[config.mk]
export PLATFORM = sky130hd
export DESIGN_NAME = reg_file_sb_flat
export DESIGN_NICKNAME = d
export VERILOG_FILES = /design/src/rtl/reg_file_sb_pkg.sv /design/src/rtl/reg_file_sb_if.sv /design/src/rtl/reg_file_sb_scoreboard.sv /design/src/rtl/reg_file_sb.sv /design/src/flat_wrapper.sv
export SDC_FILE = /design/constraint.sdc
export NUM_CORES = 2
export LEC_CHECK = 0
export BUFFER_PORTS_ARGS = -buffer_cell sky130_fd_sc_hd__buf_2
export CELL_PAD_IN_SITES_DETAIL_PLACEMENT = 2
export CELL_PAD_IN_SITES_GLOBAL_PLACEMENT = 2
export CORE_ASPECT_RATIO = 1.75
export CORE_UTILIZATION = 35
export CTS_BUF_LIST = sky130_fd_sc_hd__clkbuf_2
export DETAILED_ROUTE_END_ITERATION = 6
export PLACE_DENSITY = 0.71
export SYNTH_ARGS = -nofsm -noshare
export SYNTH_HDL_FRONTEND = slang
export SYNTH_SLANG_ARGS = --single-unit
[constraint.sdc]
create_clock -name clk -period 5.1 [get_ports clk]
set_input_delay 1.02 -clock clk [delete_from_list [all_inputs] [get_ports clk]]
set_output_delay 1.02 -clock clk [all_outputs]
set_load 0.02 [all_outputs]
[src/rtl/reg_file_sb_pkg.sv]
// Shared constants for the register file / scoreboard slice.
//   XLEN   : data width
//   REG_AW : register index width (2^REG_AW registers)
//   REG_X0 : index of the hard-wired zero register
package reg_file_sb_pkg;
  localparam int unsigned XLEN   = 32;
  localparam int unsigned REG_AW = 5;
  localparam int unsigned REG_X0 = 0;
endpackage

[src/rtl/reg_file_sb_if.sv]
// Decode/issue and write-back bus of the register file.
//   write-back : wr_en, wr_rd, wr_data
//   read ports : rs1_addr/rs1_data, rs2_addr/rs2_data
//   issue      : issue_valid, rs1_used, rs2_used, issue_wr, issue_rd, stall
//   debug      : busy_vec (one bit per register)
// slave  = register file side, master = pipeline side.
interface reg_file_sb_if #(
  parameter int unsigned XLEN = reg_file_sb_pkg::XLEN,
  parameter int unsigned AW   = reg_file_sb_pkg::REG_AW
);
  localparam int unsigned NREGS = 1 << AW;

  logic            wr_en;
  logic [AW-1:0]   wr_rd;
  logic [XLEN-1:0] wr_data;
  logic [AW-1:0]   rs1_addr;
  logic [AW-1:0]   rs2_addr;
  logic [XLEN-1:0] rs1_data;
  logic [XLEN-1:0] rs2_data;
  logic            issue_valid;
  logic            rs1_used;
  logic            rs2_used;
  logic            issue_wr;
  logic [AW-1:0]   issue_rd;
  logic            stall;
  logic [NREGS-1:0] busy_vec;

  modport slave (
    input  wr_en, wr_rd, wr_data, rs1_addr, rs2_addr,
           issue_valid, rs1_used, rs2_used, issue_wr, issue_rd,
    output rs1_data, rs2_data, stall, busy_vec
  );

  modport master (
    output wr_en, wr_rd, wr_data, rs1_addr, rs2_addr,
           issue_valid, rs1_used, rs2_used, issue_wr, issue_rd,
    input  rs1_data, rs2_data, stall, busy_vec
  );
endinterface

[src/rtl/reg_file_sb_scoreboard.sv]
// Busy-bit scoreboard: one bit per register marking an in-flight producer.
// Ports:
//   clk, rst_n            : clock, async active-low reset
//   wr_en, wr_rd          : write-back in progress (clears busy)
//   issue_valid, rs*_used, rs*_addr, issue_wr, issue_rd : issuing instruction
//   stall                 : combinational hazard indication
//   busy_vec              : current busy bits
module reg_scoreboard
  import reg_file_sb_pkg::*;
#(
  parameter int unsigned AW = reg_file_sb_pkg::REG_AW
) (
  input  logic               clk,
  input  logic               rst_n,
  input  logic               wr_en,
  input  logic [AW-1:0]      wr_rd,
  input  logic               issue_valid,
  input  logic               rs1_used,
  input  logic [AW-1:0]      rs1_addr,
  input  logic               rs2_used,
  input  logic [AW-1:0]      rs2_addr,
  input  logic               issue_wr,
  input  logic [AW-1:0]      issue_rd,
  output logic               stall,
  output logic [(1<<AW)-1:0] busy_vec
);
  localparam int unsigned NREGS = 1 << AW;

  logic [NREGS-1:0] busy;
  logic [NREGS-1:0] clr_vec;
  logic [NREGS-1:0] set_vec;
  logic [NREGS-1:0] eff_busy;
  logic             accept;

  // A register being written back this cycle is not a hazard: the read
  // bypass in the top supplies its data.
  always_comb begin
    clr_vec = '0;
    for (int unsigned i = 0; i < NREGS; i++) begin
      clr_vec[i] = wr_en && (wr_rd == AW'(i));
    end
    eff_busy = busy & ~clr_vec;
  end

  always_comb begin
    stall = issue_valid && ((rs1_used && eff_busy[rs1_addr]) ||
                            (rs2_used && eff_busy[rs2_addr]) ||
                            (issue_wr && eff_busy[issue_rd]));
    accept = issue_valid && !stall;
  end

  always_comb begin
    set_vec = '0;
    for (int unsigned i = 0; i < NREGS; i++) begin
      set_vec[i] = accept && issue_wr && (issue_rd == AW'(i)) && (i != REG_X0);
    end
  end

  // Set has priority: a newly accepted producer owns the register even if
  // the previous producer writes back on the same edge.
  always_ff @(posedge clk or negedge rst_n) begin
    if (!rst_n) begin
      busy <= '0;
    end else begin
      for (int unsigned i = 0; i < NREGS; i++) begin
        if (set_vec[i]) begin
          busy[i] <= 1'b1;
        end else if (clr_vec[i]) begin
          busy[i] <= 1'b0;
        end
      end
    end
  end

  assign busy_vec = busy;
endmodule

[src/rtl/reg_file_sb.sv]
// Integer register file with write-back port, two combinational read ports
// with write-through bypass, and a busy-bit scoreboard for RAW/WAW hazards.
// Ports:
//   clk   : system clock
//   rst_n : async active-low reset (clears registers and busy bits)
//   bus   : reg_file_sb_if.slave (write-back, read, issue, stall, busy_vec)
module reg_file_sb
  import reg_file_sb_pkg::*;
#(
  parameter int unsigned XLEN = reg_file_sb_pkg::XLEN,
  parameter int unsigned AW   = reg_file_sb_pkg::REG_AW
) (
  input logic           clk,
  input logic           rst_n,
  reg_file_sb_if.slave  bus
);
  localparam int unsigned NREGS = 1 << AW;
  localparam logic [AW-1:0] X0 = AW'(REG_X0);

  logic [XLEN-1:0] regs [NREGS];

  always_ff @(posedge clk or negedge rst_n) begin
    if (!rst_n) begin
      for (int unsigned i = 0; i < NREGS; i++) begin
        regs[i] <= '0;
      end
    end else if (bus.wr_en && (bus.wr_rd != X0)) begin
      regs[bus.wr_rd] <= bus.wr_data;
    end
  end

  always_comb begin
    if (bus.rs1_addr == X0) begin
      bus.rs1_data = '0;
    end else if (bus.wr_en && (bus.wr_rd == bus.rs1_addr)) begin
      bus.rs1_data = bus.wr_data;
    end else begin
      bus.rs1_data = regs[bus.rs1_addr];
    end
  end

  always_comb begin
    if (bus.rs2_addr == X0) begin
      bus.rs2_data = '0;
    end else if (bus.wr_en && (bus.wr_rd == bus.rs2_addr)) begin
      bus.rs2_data = bus.wr_data;
    end else begin
      bus.rs2_data = regs[bus.rs2_addr];
    end
  end

  reg_scoreboard #(
    .AW(AW)
  ) u_sb (
    .clk        (clk),
    .rst_n      (rst_n),
    .wr_en      (bus.wr_en),
    .wr_rd      (bus.wr_rd),
    .issue_valid(bus.issue_valid),
    .rs1_used   (bus.rs1_used),
    .rs1_addr   (bus.rs1_addr),
    .rs2_used   (bus.rs2_used),
    .rs2_addr   (bus.rs2_addr),
    .issue_wr   (bus.issue_wr),
    .issue_rd   (bus.issue_rd),
    .stall      (bus.stall),
    .busy_vec   (bus.busy_vec)
  );
endmodule

[src/flat_wrapper.sv]
// flat-port wrapper written by rule: the top's interface ports become plain ports
module reg_file_sb_flat import reg_file_sb_pkg::*;
#(
  parameter int unsigned XLEN = reg_file_sb_pkg::XLEN,
  parameter int unsigned AW   = reg_file_sb_pkg::REG_AW
)
  (clk, rst_n, bus_wr_en, bus_wr_rd, bus_wr_data, bus_rs1_addr, bus_rs2_addr, bus_issue_valid, bus_rs1_used, bus_rs2_used, bus_issue_wr, bus_issue_rd, bus_rs1_data, bus_rs2_data, bus_stall, bus_busy_vec);
  reg_file_sb_if #(.XLEN(XLEN), .AW(AW)) bus_i ();
  input logic clk;
  input logic rst_n;
  input wire logic [$bits(bus_i.wr_en)-1:0] bus_wr_en;
  input wire logic [$bits(bus_i.wr_rd)-1:0] bus_wr_rd;
  input wire logic [$bits(bus_i.wr_data)-1:0] bus_wr_data;
  input wire logic [$bits(bus_i.rs1_addr)-1:0] bus_rs1_addr;
  input wire logic [$bits(bus_i.rs2_addr)-1:0] bus_rs2_addr;
  input wire logic [$bits(bus_i.issue_valid)-1:0] bus_issue_valid;
  input wire logic [$bits(bus_i.rs1_used)-1:0] bus_rs1_used;
  input wire logic [$bits(bus_i.rs2_used)-1:0] bus_rs2_used;
  input wire logic [$bits(bus_i.issue_wr)-1:0] bus_issue_wr;
  input wire logic [$bits(bus_i.issue_rd)-1:0] bus_issue_rd;
  output wire logic [$bits(bus_i.rs1_data)-1:0] bus_rs1_data;
  output wire logic [$bits(bus_i.rs2_data)-1:0] bus_rs2_data;
  output wire logic [$bits(bus_i.stall)-1:0] bus_stall;
  output wire logic [$bits(bus_i.busy_vec)-1:0] bus_busy_vec;
  assign bus_i.wr_en = bus_wr_en;
  assign bus_i.wr_rd = bus_wr_rd;
  assign bus_i.wr_data = bus_wr_data;
  assign bus_i.rs1_addr = bus_rs1_addr;
  assign bus_i.rs2_addr = bus_rs2_addr;
  assign bus_i.issue_valid = bus_issue_valid;
  assign bus_i.rs1_used = bus_rs1_used;
  assign bus_i.rs2_used = bus_rs2_used;
  assign bus_i.issue_wr = bus_issue_wr;
  assign bus_i.issue_rd = bus_issue_rd;
  assign bus_rs1_data = bus_i.rs1_data;
  assign bus_rs2_data = bus_i.rs2_data;
  assign bus_stall = bus_i.stall;
  assign bus_busy_vec = bus_i.busy_vec;
  reg_file_sb #(.XLEN(XLEN), .AW(AW)) u_core (.clk(clk), .rst_n(rst_n), .bus(bus_i));
endmodule
# Word-level counts from Yosys, hierarchy flattened
# Cells that the tools add are included.
# op_classes
n_addsub	0
n_mul	0
eq_ne	64
n_reduce_logical	111
n_shift	0
bitwise_logic	5
div_mod_pow	0
magnitude_cmp	7
n_mux	81
# op_table
op	count
bitwise mux 1024 bit	1
binary-select mux 32 bit (select 5 bit)	2
2-to-1 mux 32 bit	9
demux 32 bit (select 5 bit)	1
equality test 5 bit (second input constant)	32
equality test 5 x 4 -> 1 bit (second input constant)	16
logical AND 1 bit	73
2-to-1 mux 1 bit	65
nonzero test 2 bit	31
equality test 5 x 3 -> 1 bit (second input constant)	8
bitwise AND 32 bit	1
inverter 32 bit	1
equality test 5 x 2 -> 1 bit (second input constant)	4
>= comparator 6 bit (second input constant)	3
less-than comparator 5 x 6 -> 1 bit (second input constant)	3
inverter 5 -> 6 bit	3
binary-select mux 1 bit (select 5 bit)	3
zero test 5 bit	3
equality test 5 x 1 -> 1 bit (second input constant)	2
equality test 5 bit	2
less-than comparator 6 x 1 -> 1 bit (second input constant)	1
nonzero test 5 bit	1
logical OR 1 bit	2
zero test 1 bit	1
# word_totals
latchBits	0
n_memories	0
inputBits	59
regBits	1055
mem_bits_ro	0
mem_bits_rw	0
elab_cells	331
out_inout_bits	97

# Longest topological paths before layout
# logic_depth
word_depth	15
mapped_depth	11
ltp_nobuf	7

# Cells and area by module
# From an unflattened synthesis, not the netlist that was laid out.
# hier_totals
cells_unflattened	4199
hier_area_um2	58287.2
# by_module_without_submodules
module	cells_per_inst	seq_area_each_um2	area_per_inst_um2	n_inst
reg_file_sb	3868	25624.6	55560.8	1
reg_scoreboard	331	775.7	2726.4	1

# Least setup slack after synthesis
# Ideal clock, no wire load.
# synth_timing
kind	input to output
startpoint	in bus_rs1_addr[0]
endpoint	out bus_rs1_data[0]
n_path_buf	5
stages	9
t_arrival_ps	3262
slack_ps	818
required_time_ps	4080
cell_sequence	clkbuf_1 -> buf_2 -> buf_2 -> buf_2 -> xor2_1 -> nor4_1 -> nand3_1 -> clkbuf_1 -> a211oi_1
# synth_between
elab_chain_cells	6
word_cells_on_any_way	9
cone_classes	1 x eq/ne; 5 x mux; 1 x bitwise; 2 x reduce/logical
# synth_rtl
element	line_no	rtl
start: declaration	flat_wrapper.sv:14	input wire logic [$bits(bus_i.rs1_addr)-1:0] bus_rs1_addr;
inverter 5 -> 6 bit (not written as such)	reg_file_sb.sv:38	bus.rs1_data = regs[bus.rs1_addr];
binary-select mux 32 bit (select 5 bit)	reg_file_sb.sv:38	
2-to-1 mux 32 bit (not written as such) (2 in a row)	reg_file_sb.sv:38	
2-to-1 mux 32 bit	reg_file_sb.sv:35	end else if (bus.wr_en && (bus.wr_rd == bus.rs1_addr)) begin
2-to-1 mux 32 bit *	reg_file_sb.sv:33	if (bus.rs1_addr == X0) begin
end: declaration	flat_wrapper.sv:21	output wire logic [$bits(bus_i.rs1_data)-1:0] bus_rs1_data;
# Every way passes the cells marked *; elsewhere a longest branch is shown, timed or not. The select of a mux whose other input is x is not followed.

# Final worst setup path
# layout_timing
startpoint	reg u_core.u_sb.busy[27] (netlist: u_core.u_sb.busy_vec[27])
endpoint	out bus_stall
# layout_between
elab_chain_cells	7
word_cells_on_any_way	13
cone_classes	6 x mux; 1 x bitwise; 6 x reduce/logical
# layout_rtl
element	line_no	rtl
start: declaration	reg_file_sb_scoreboard.sv:29	logic [NREGS-1:0] busy;
start signal: assignment	reg_file_sb_scoreboard.sv:63	busy <= '0;
start signal: indexed assignment	reg_file_sb_scoreboard.sv:67	busy[i] <= 1'b1;
start signal: indexed assignment	reg_file_sb_scoreboard.sv:69	busy[i] <= 1'b0;
bitwise AND 32 bit *	reg_file_sb_scoreboard.sv:42	eff_busy = busy & ~clr_vec;
binary-select mux 1 bit (select 5 bit) (on tied branches)	reg_file_sb_scoreboard.sv:46, reg_file_sb_scoreboard.sv:47	
2-to-1 mux 1 bit (on tied branches)	reg_file_sb_scoreboard.sv:46, reg_file_sb_scoreboard.sv:47	
logical AND 1 bit (on tied branches)	reg_file_sb_scoreboard.sv:46, reg_file_sb_scoreboard.sv:47	
logical OR 1 bit	reg_file_sb_scoreboard.sv:46	stall = issue_valid && ((rs1_used && eff_busy[rs1_addr]) ||
logical OR 1 bit *	reg_file_sb_scoreboard.sv:47	(rs2_used && eff_busy[rs2_addr]) ||
logical AND 1 bit *	reg_file_sb_scoreboard.sv:46	
end: declaration	flat_wrapper.sv:23	output wire logic [$bits(bus_i.stall)-1:0] bus_stall;
# Marks and branches as above.

==> reports/metrics.sh <==
TOTAL_POWER_mW=22.8
LAYOUT-DRIVE-GT1-SHARE=0.557
CRITICAL-PATH-SLOWEST-CELL='mux4_2'
FINALHOLDVIOLATIONS=0
LARGEST_FANOUT_ON_THE_CRITICAL_PATH=4
SYNTH_FA_HA_AREA_FRAC=0
SETUP-VIOLATIONS-FINAL=0
TIMING.CLOCK.SKEW_NS=0.148
DIE-AREA_UM2=166000
CTS_REPAIR_RESIZE_COUNT=0
WORST_HOLD_SLACK_NS=0.142
CLOCKBUFFERDEPTH=4
CRITICAL_PATH.CELL_CHAIN='mux4_2 -> o311ai_0 -> nand2_1 -> or4_1 -> o311ai_2 -> nand4_2 -> o21a_1 -> buf_2'
CTS_SINKS=1055
SYNTH_TOP_CELL_AREA_SHARE=0.459
STATUS='finished, final reports clean'
FLOORPLAN.DIE.WIDTH_UM=308
NUMBER_OF_BUFFERS_ADDED_BY_THE_CLOCK_TREE_SYNTHESIS_STEP=248
DIE_Y_UM=538
CTSROOTBUFFERMASTER='clkbuf_2'
DELAY_CONTRIBUTED_BY_THE_SLOWEST_STAGE_OF_THE_CRITICAL_PATH_NS=0.51
TOTAL_GRT_OVERFLOW=0
NUMBER_OF_GLOBAL_ROUTE_VIAS_BEFORE_REPAIR=43266
FIN_UTIL=0.392
WORST_IR_DROP_VDD_mV=0.174
POST-ROUTE-DRC-COUNT=0
SYNTH.AREA.MUX_SHARE=0.445
FIRST_PASS_GRT_WIRE_LENGTH_UM=305000
SYNTH_SIMPLE_GATE_AREA_SHARE=0.0308
POSTSYNTHREGISTERBITS=1055
GROUTE.USAGE.OVERALL=0.253
SYNTH.DISTINCT_CELLS=73
STARTPOINT='u_core.u_sb.busy_vec[27]'
SYNTH-ASYNC-RESET-RATIO=1.00
HTREE_LEVELS=4
NUM_VIAS=37949
POST_SYNTH_XOR_AREA_FRACTION=0.00183
MAX_FREQ_MHz=201
DRT-INITIAL-DRC-COUNT=2155
DRT-PASS1-ITER-COUNT=5
CTS.HOLD.BUFFERS_ADDED=41
ROUTED_VIA_DENSITY=5.99
SYNTH.AREA.TOP_CELLS='dfrtp_1 46%, mux4_2 24%, mux2_2 19%'
PORTBUFFERS=154
WORSTSETUPSTARTPOINTTYPE='register'
FILLER_CELL_COUNT=16048
FINAL-SEQ-AREA_UM2=26400
FINAL_MIN_PERIOD_OVER_CLOCK_PERIOD=0.974
GRT_MAX_DEGREE=113
YOSYS_WARNING_COUNT=0
CRITICAL_PATH_REQUIRED_NS=4.08
POSTROUTEWIRELENGTH_UM=207000
SYNTHCELLS=3814
POST_DRT_WL_PER_CELL_UM=32.6
CP.BUFFERS_INVERTERS=1
POST_SYNTH_MOST_FREQUENT_CELLS='1055 x dfrtp_1, 964 x mux2_2, 621 x mux4_2'
END_KIND='output pin'
CTS_TREE='yes'
CLKTRANSATPATHREGS_NS=0.12
CP.ARRIVAL_NS=3.95
AREA_GROWTH_SYN_TO_LAYOUT_PCT=11.3
CRIT_PATH_SETUP_SLACK_LAYOUT_NS=0.135
NUM_ROWS=196
POSTROUTEANTENNANETS=0
SYNTH_TOP_FAMILY_BY_AREA='multiplexers'
INSERTION_DELAY_NS=1.59
FIN_NETS=4039
SETUP_TOTAL_NEGATIVE_SLACK_NS=0
SLEW_VIOLATIONS=0
YOSYS_MOST_USED_DFF='dfrtp_1'
P_LEAK_nW=27.6
MAX_CAP_VIOL_COUNT=0
FRACTION_OF_THE_MAPPED_NETLIST_AREA_IN_COMPOUND_GATES=0.0303
REGTOREGSTARTPOINT='u_core.u_sb.busy_vec[27]'
PLACE_WS_NS=0.403
ANTENNA_FOUND_INITIAL=6
FLOORPLAN.INITIALDENSITY=0.352
SYNTH.NET_COUNT=3873
HOLD_CLASS='primary input to async pin'
CTS_SETUP_BUFFERS=0
MULTIINPUTGATEAREA_UM2=29400
SYNTH_AREA_LEADER_CELL='dfrtp_1'
DPL.HPWL_UM=124000
POST_SYNTH_INSTANCE_AREA_UM2=57500
POST_SYNTH.CELL_AREA_AVG_UM2=15.1
SETUP.WORST_PATH.CLASS='register to output pin'
SYNTH_SEQ_AREA_SHARE=0.459
SLEW_HEADROOM=0.224
POWER_DENSITY_nW_PER_UM2=356
TOP_LEVEL_PORTS=156
GP_CONGESTION=0.820
WORSTMARGINPINSLEW_NS=1.16
CORE_AREA_UM2=163000
CRITICAL-PATH-TOP-DELAY-FAMILY='simple AND/OR/NAND/NOR gates'
FINALWORSTPATHREQUIREDPERIOD_NS=4.97
SYNTH-EDFF-COUNT=0
YOSYSMOSTFREQUENTCELL='dfrtp_1'
-- flip-flops by register name, summed over array words and instances, names as in the netlist --
signal,count
u_core.u_sb.busy_vec,31
u_core.regs,1024
-- final timing paths --
kind	end	slack, ns	depth (start not counted)
setup / recovery	bus_stall	0.13	8
hold / removal	u_core.regs[818]	0.14	2
setup reg to reg	u_core.u_sb.busy_vec[1]	1.84	8
hold reg to reg	u_core.regs[1012]	0.41	0
max in group asynchronous	u_core.regs[912]	3.68	3
min in group clk	u_core.u_sb.busy_vec[20]	0.18	4
-- cell usage in the layout, fill, tap and decap left out, types with 41 or more instances in the layout --
cell type      count
a211oi_1          89
buf_12            50
buf_2            143
buf_4            124
clkbuf_2         344
clkinv_1          70
dfrtp_1         1055
dlygate4sd3_1     41
mux2_2           964
mux2i_1           74
mux4_2           621
nand2_1          168
nor2_1            82
-- stage by stage --
step / instance area [um2] / instances
3_5_place_dp: 61300 / 5867
4_1_cts: 64000 / 6337
2_1_floorplan: 57500 / 3814
6_report: 64000 / 6340
3_3_place_gp: 61300 / 5867
5_1_grt: 64000 / 6340
-- report_power, final --
part           leakage, nW  switching (mW)  internal (mW)
clock                 1.67            3.66           2.17
combinational         12.4            2.41           3.32
sequential            13.5            1.28           9.93
total                 27.6            7.36           15.4
-- cell type report --
class                   count  area share
flip-flops and latches   1055       0.413
diodes                      3    0.000117
clock buffers             344      0.0269
inverters                  10    0.000665
well taps                2178      0.0426
multi-input cells        2301       0.460
clock inverters            85     0.00807
repair buffers            364      0.0491
-- cell families after synthesis --
kind of cell    after synthesis
other cells                   1
simple gates                382
buf+inv                     458
mux                        1659
compound gates              247
xor+xnor                     12
flops                      1055
-- worst reg2reg max path: cells and delay by family, from the launching register on --
kind / cells / cell delay, ns
buffers and inverters: 1 / 0.59
multiplexers: 1 / 0.51
AND/OR/NAND/NOR: 3 / 1.08
flip-flops: 1 / 0.47
AO/OA/AOI/OAI: 3 / 0.68
-- routing by layer --
layer	wire length, um	global-route usage	vias up
met1	80100	0.300	21150
met2	109000	0.451	1115
li1	-	-	15183
met4	9920	0.121	4
met3	7940	0.0309	497
met5	25	0	-
Power figures use the tool's default switching activity.
